[config.mk]
export PLATFORM = sky130hd
export DESIGN_NAME = branch_hazard_ctrl
export DESIGN_NICKNAME = d
export VERILOG_FILES = /design/src/rtl/branch_hazard_ctrl_pkg.sv /design/src/rtl/branch_hazard_ctrl_br_fwd_match.sv /design/src/rtl/branch_hazard_ctrl.sv
export SDC_FILE = /design/constraint.sdc
export NUM_CORES = 1
export LEC_CHECK = 0
export ABC_AREA = 1
export BUFFER_PORTS_ARGS = -buffer_cell sky130_fd_sc_hd__buf_4
export CAP_MARGIN = 20
export CORE_ASPECT_RATIO = 1.2
export CORE_MARGIN = 2
export CORE_UTILIZATION = 50
export DETAILED_ROUTE_END_ITERATION = 6
export HOLD_SLACK_MARGIN = 0.06
export PLACE_DENSITY = 0.85
export SETUP_SLACK_MARGIN = 0.05
export SYNTH_ARGS = -nofsm -noshare
export SYNTH_HDL_FRONTEND = slang
export SYNTH_SLANG_ARGS = --single-unit
[constraint.sdc]
create_clock -name clk -period 3.2 [get_ports clk]
set_input_delay 0.32 -clock clk [delete_from_list [all_inputs] [get_ports clk]]
set_output_delay 0.32 -clock clk [all_outputs]
set_load 0.03 [all_outputs]
[src/rtl/branch_hazard_ctrl_pkg.sv]
// Shared definitions for the branch hazard controller.
//   - br_haz select encodings driven to the branch-operand muxes
//   - RUN/HOLD stall FSM state type and the hold-count ceiling
//   - Tracker entry bit layout. An A entry is {is_load, rd, regwen, vld}
//     with vld at bit 0. An M entry is the same layout without the top
//     is_load bit, because a load that has reached M has its data on the
//     dmem path and is always forwardable.
package branch_hazard_ctrl_pkg;

  localparam logic [2:0] BR_HAZ_NONE   = 3'd0;
  localparam logic [2:0] BR_HAZ_ALU_A  = 3'd1;
  localparam logic [2:0] BR_HAZ_ALU_B  = 3'd2;
  localparam logic [2:0] BR_HAZ_DMEM_A = 3'd3;
  localparam logic [2:0] BR_HAZ_DMEM_B = 3'd4;

  typedef enum logic {
    ST_RUN  = 1'b0,
    ST_HOLD = 1'b1
  } fsm_state_e;

  // Longest legal run of back-to-back stall cycles.
  localparam logic [1:0] HOLD_CNT_MAX = 2'd2;

  // Forwarding source reported by br_fwd_match.
  localparam logic SRC_A = 1'b0;
  localparam logic SRC_M = 1'b1;

  // Tracker entry field positions. The is_load bit sits at index REG_AW+2.
  localparam int TRK_VLD    = 0;
  localparam int TRK_REGWEN = 1;
  localparam int TRK_RD     = 2;

  function automatic int trk_m_w(input int reg_aw);
    return reg_aw + 2;
  endfunction

  function automatic int trk_a_w(input int reg_aw);
    return reg_aw + 3;
  endfunction

endpackage

[src/rtl/branch_hazard_ctrl_br_fwd_match.sv]
// br_fwd_match: forwarding lookup for one branch source operand.
// Compares the operand address against the A and M tracker entries.
//   x        in   source register address
//   en       in   operand is actually read by the instruction in B
//   a_ent    in   A tracker entry {is_load, rd, regwen, vld}
//   m_ent    in   M tracker entry {rd, regwen, vld}
//   need     out  operand has an in-flight writer and must be forwarded
//   src      out  SRC_A or SRC_M; the youngest writer (A) wins
//   unready  out  the winning writer is a load still in A (no data yet)
module br_fwd_match
  import branch_hazard_ctrl_pkg::*;
#(
  parameter int REG_AW = 5
) (
  input  logic [REG_AW-1:0]          x,
  input  logic                       en,
  input  logic [trk_a_w(REG_AW)-1:0] a_ent,
  input  logic [trk_m_w(REG_AW)-1:0] m_ent,
  output logic                       need,
  output logic                       src,
  output logic                       unready
);

  logic x_nz;
  logic a_hit;
  logic m_hit;

  // x0 is hard-wired zero, so a write to it never creates a dependency.
  assign x_nz  = (x != '0);
  assign a_hit = en && x_nz && a_ent[TRK_VLD] && a_ent[TRK_REGWEN] &&
                 (a_ent[TRK_RD +: REG_AW] == x);
  assign m_hit = en && x_nz && m_ent[TRK_VLD] && m_ent[TRK_REGWEN] &&
                 (m_ent[TRK_RD +: REG_AW] == x);

  assign need    = a_hit || m_hit;
  assign src     = a_hit ? SRC_A : SRC_M;
  assign unready = a_hit && a_ent[REG_AW + 2];

endmodule

[src/rtl/branch_hazard_ctrl.sv]
// branch_hazard_ctrl: branch-operand forwarding select and stall generator.
// Tracks the two older in-flight writers (A: ALU result, M: dmem/writeback)
// and produces the br_haz mux select plus a stall for the branch in B.
// Only one operand can be forwarded per cycle; two forwards or a load still
// in A force a stall, which bubbles A so the producers drain.
// Optional feature macro: BR_HAZ_PERF_EN enables the saturating stall_cycles
// counter; without it stall_cycles is tied to 0.
// Ports:
//   clk, rst (async active-low)
//   b_valid, b_is_branch, b_rs1, b_rs2, b_uses_rs2  - branch in B
//   b_regwen, b_rd, b_is_load                        - B as a writer into A
//   flush        - kill B; B is not captured into A, FSM returns to RUN
//   br_haz       - 0 none, 1 alu->a, 2 alu->b, 3 dmem->a, 4 dmem->b
//   stall        - hold PC/IF/B this cycle
//   stall_cycles - perf count of stall cycles
//   dbg_state    - {fsm state, hold_cnt}
// Handshake: there is no valid/ready pair; stall is the only backpressure
// and is combinational, so upstream must hold B in the same cycle it is seen.
module branch_hazard_ctrl
  import branch_hazard_ctrl_pkg::*;
#(
  parameter int REG_AW = 5,
  parameter int CNT_W  = 32
) (
  input  logic              clk,
  input  logic              rst,
  input  logic              b_valid,
  input  logic              b_is_branch,
  input  logic [REG_AW-1:0] b_rs1,
  input  logic [REG_AW-1:0] b_rs2,
  input  logic              b_uses_rs2,
  input  logic              b_regwen,
  input  logic [REG_AW-1:0] b_rd,
  input  logic              b_is_load,
  input  logic              flush,
  output logic [2:0]        br_haz,
  output logic              stall,
  output logic [CNT_W-1:0]  stall_cycles,
  output logic [2:0]        dbg_state
);

  localparam int AW_T = trk_a_w(REG_AW);
  localparam int MW_T = trk_m_w(REG_AW);

  logic [AW_T-1:0] a_q, a_d;
  logic [MW_T-1:0] m_q, m_d;

  fsm_state_e state_q;
  logic [1:0] hold_cnt_q;

  logic need1, src1, unrdy1;
  logic need2, src2, unrdy2;

  br_fwd_match #(.REG_AW(REG_AW)) u_match_rs1 (
    .x       (b_rs1),
    .en      (1'b1),
    .a_ent   (a_q),
    .m_ent   (m_q),
    .need    (need1),
    .src     (src1),
    .unready (unrdy1)
  );

  br_fwd_match #(.REG_AW(REG_AW)) u_match_rs2 (
    .x       (b_rs2),
    .en      (b_uses_rs2),
    .a_ent   (a_q),
    .m_ent   (m_q),
    .need    (need2),
    .src     (src2),
    .unready (unrdy2)
  );

  // Select and stall are combinational so the mux sees them in the same cycle.
  always_comb begin
    br_haz = BR_HAZ_NONE;
    stall  = 1'b0;
    if (b_valid && b_is_branch) begin
      if (unrdy1 || unrdy2) begin
        stall = 1'b1;
      end else if (need1 && need2) begin
        stall = 1'b1;
      end else if (need1) begin
        br_haz = (src1 == SRC_M) ? BR_HAZ_DMEM_A : BR_HAZ_ALU_A;
      end else if (need2) begin
        br_haz = (src2 == SRC_M) ? BR_HAZ_DMEM_B : BR_HAZ_ALU_B;
      end
    end
  end

  // A captures B unless it is stalled or flushed; M always inherits A,
  // dropping the is_load flag.
  always_comb begin
    m_d = a_q[MW_T-1:0];
    a_d = '0;
    if (b_valid && !stall && !flush) begin
      a_d[TRK_VLD]            = 1'b1;
      a_d[TRK_REGWEN]         = b_regwen;
      a_d[TRK_RD +: REG_AW]   = b_rd;
      a_d[REG_AW + 2]         = b_is_load;
    end
  end

  always_ff @(posedge clk or negedge rst) begin
    if (!rst) begin
      a_q <= '0;
      m_q <= '0;
    end else begin
      a_q <= a_d;
      m_q <= m_d;
    end
  end

  // RUN/HOLD stall sequencer; hold_cnt counts consecutive stall cycles.
  always_ff @(posedge clk or negedge rst) begin
    if (!rst) begin
      state_q    <= ST_RUN;
      hold_cnt_q <= 2'd0;
    end else if (flush) begin
      state_q    <= ST_RUN;
      hold_cnt_q <= 2'd0;
    end else begin
      case (state_q)
        ST_RUN: begin
          if (stall) begin
            state_q    <= ST_HOLD;
            hold_cnt_q <= 2'd1;
          end
        end
        ST_HOLD: begin
          if (stall) begin
            if (hold_cnt_q != 2'd3) hold_cnt_q <= hold_cnt_q + 2'd1;
          end else begin
            state_q    <= ST_RUN;
            hold_cnt_q <= 2'd0;
          end
        end
        default: begin
          state_q    <= ST_RUN;
          hold_cnt_q <= 2'd0;
        end
      endcase
    end
  end

  assign dbg_state = {state_q, hold_cnt_q};

  hold_cnt_legal: assert property (@(posedge clk) disable iff (!rst)
                                   hold_cnt_q <= HOLD_CNT_MAX);

`ifdef BR_HAZ_PERF_EN
  logic [CNT_W-1:0] stall_cycles_q, stall_cycles_d;

  always_comb begin
    stall_cycles_d = stall_cycles_q;
    if (stall && (stall_cycles_q != '1)) stall_cycles_d = stall_cycles_q + CNT_W'(1);
  end

  always_ff @(posedge clk or negedge rst) begin
    if (!rst) stall_cycles_q <= '0;
    else      stall_cycles_q <= stall_cycles_d;
  end

  assign stall_cycles = stall_cycles_q;
`else
  assign stall_cycles = '0;
`endif

endmodule

==> flow_summary.ini <==
[timing]
grt_setup_unrepaired = false
period_minus_slack_ns = 2.095
max_freq_mhz = 477.2
finalCritPeriodShare = 0.6548
finalSetupViolCount = 0
hold_violations = 0
setup_tns_ns = 0
slew_violations = 0
fin_skew_ns = 0.001610

[cts]
post_cts_buffers = 0
htreeDepth = 1
clock_path_buffers = 2
clkLatencyLatePin_ns = 0.28
cts_tree = done
ctsRootBufferMaster = clkbuf_4
clock_sinks = 18
clkTransAtPathRegs_ns = 0.09
cts_repair_resize_count = 0
cts_inserted_buffers = 3

[synth]
synth_top_cell_by_area = dfrtp_1
syn_area_mm2 = 0.001345
ys_top_cells_by_area = dfrtp_1 33%, buf_4 18%, nand2_1 13%
ys_seq_elements = 18
syn_inst = 193
syn_area_per_cell_um2 = 6.969
synth_cell_types = 23
synth_ff_type = dfrtp_1
synthArstFlopShare = 1.000
netlist.area_leader.share = 0.3349
yosysMostFrequentCell = nand2_1
yosysSeqAreaShare = 0.3349
yosys-top-cells-count = 48 x nand2_1, 33 x buf_4, 30 x inv_1
yosysWarnings = 0
synth_edf_count = 0

[drt]
drt-pass1-iter-count = 4
viasPerCell = 4.345
drcViolationCount = 0
num_vias = 1121
initialDrtViolationCount = 25
drt_wl_total_um = 2300
wl_per_cell_um = 8.915
ant_nets = 0

[critical_path]
arrival_ns = 1.78
path_delay_family = simple AND/OR/NAND/NOR gates
end_kind = output pin
crit_buf_inv = 3
crit_type = reg -> out
r2r_end = hold_cnt_q[1]$_DFFE_PN0P_
critPathRequiredTime_ns = 2.88
cp_max_fo = 4
reg2reg_slack_ns = 1.61
critPathMaxStageDelay_ns = 0.42
ff2ff_path_depth = 13
reg2reg_from = a_q[5]$_DFF_PN0_
cp-start-kind = flop
timing.critical_path.mode_cell = nand2_1
path_cells = inv_1 -> nand2_1 -> nand2_1 -> inv_1 -> nand2_1 -> nor2_2 -> nand2_2 -> nand2_2 -> a31oi_1 -> nor3b_1 -> buf_4
cp_slowest_cell = dfrtp_1

[die]
die_width_um = 51.35
initial_core_util = 0.5270
core_area_mm2 = 0.002552
pin_count = 62
rows = 20
dieHeight_um = 60.82
dieArea_mm2 = 0.003123

[layout]
area_growth_pct = 12.93
final_core_util = 0.5951
final_nets = 250
diodes = 0
drive_gt1_frac = 0.2133

[global_route]
grt_max_degree = 19
grt.total_usage = 0.1607
grt_pass1_vias = 1008
antenna_found_initial = 0
grt_first_pass_wirelength_um = 3877
grt_overflow_total = 0

[min_path]
hold_path.class = in -> reg
worstHoldEndpoint = a_q[1]$_DFF_PN0_
hold_depth = 3
worstHoldStart = b_regwen

[placed_design]
hpwl_um = 1940
gp_congestion = 0.8751
portBuffers = 29

[pwr]
vdd_drop_max_v = 0.0002488
cellLeakagePower_uw = 0.0009101
p_per_area_mw_per_mm2 = 324.1

[flow_run]
maxCapViolations = 0

[status]
status = finished, final reports clean
## worst reg2reg max path, delay by kind of cell, from the launching register on
kind	cells	cell delay [ns]
AND/OR/NAND/NOR	12	1.03
buffers and inverters	1	0.09
flip-flops	1	0.42
## through the flow
stage	cells	hold slack (ns)	setup WS, ns	power [uW]	cell area [um2]
2_1_floorplan	224	0.02441	1.165	357.8	1461
5_1_grt	258	0.2475	0.8805	517.3	1519
4_1_cts	258	0.2463	1.090	494.0	1519
3_5_place_dp	253	0.1919	1.340	364.5	1473
3_3_place_gp	253	0.1932	1.369	363.6	1473
6_report	258	0.2455	1.105	492.3	1519
## routing by layer
metal	part of all wire	vias up	global-route usage
met3	0.080	2	0.009852
met1	0.41	484	0.2144
met4	0.0052	0	0.05639
met2	0.50	57	0.2801
met5	0	-	0
li1	-	578	-
## cell usage in the layout (no fill, tap or decap), drive strengths merged, types with 2 or more instances in the layout
master,synthesis,routed
dfrtp,18,18
xor2,3,3
xnor2,2,2
buf,33,29
nor3b,2,2
clkbuf,0,4
inv,33,33
nand2,54,54
a21oi,3,3
nor3,3,3
conb,1,32
nor2,24,24
nand3,11,11
## repair_timing
action / CTS / global route
endpoints found under the hold margin: 18 / 0
hold buffers: 1 / 0
setup endpoints to repair: 0 / 0
## cells by family (layout without fill, tap and decap cells)
group,count (synthesis),count (layout),synth area share
simple gates,95,95,0.3098
buf+inv,66,67,0.2763
flops,18,18,0.3349
compound gates,7,7,0.03442
xor+xnor,5,5,0.03256
fa+ha+maj,1,1,0.009301
other cells,1,32,0.002788
## worst max-delay path by stage
stage	from	to	slack, ns	cells past startpoint
finish	a_q[5]$_DFF_PN0_	br_haz[2]	1.10	11
global route	a_q[2]$_DFF_PN0_	br_haz[2]	0.88	9
CTS	a_q[5]$_DFF_PN0_	br_haz[2]	1.09	11
detailed placement	b_rs1[3]	br_haz[2]	1.34	10
global placement	b_rs2[2]	br_haz[1]	1.37	11
floorplan	a_q[5]$_DFF_PN0_	br_haz[2]	1.17	10
## final cells by class
class | instances | area (um2)
well taps | 33 | 41.29
flip-flops and latches | 18 | 450.4
multi-input cells | 140 | 639.4
clock buffers | 4 | 36.28
fillers | 249 | 1033
repair buffers | 30 | 227.7
inverters | 33 | 123.9
## power by group
part / internal (uW) / total, uW / switching [uW]
Combinational: 33.7 / 121 / 87.2
Clock: 69.2 / 131 / 61.6
Sequential: 235 / 241 / 5.79
## state kept, by name (all words and copies together) (netlist names)
signal / flops
state_q: 1
a_q: 8
m_q: 7
hold_cnt_q: 2
Power figures use the tool's default switching activity.
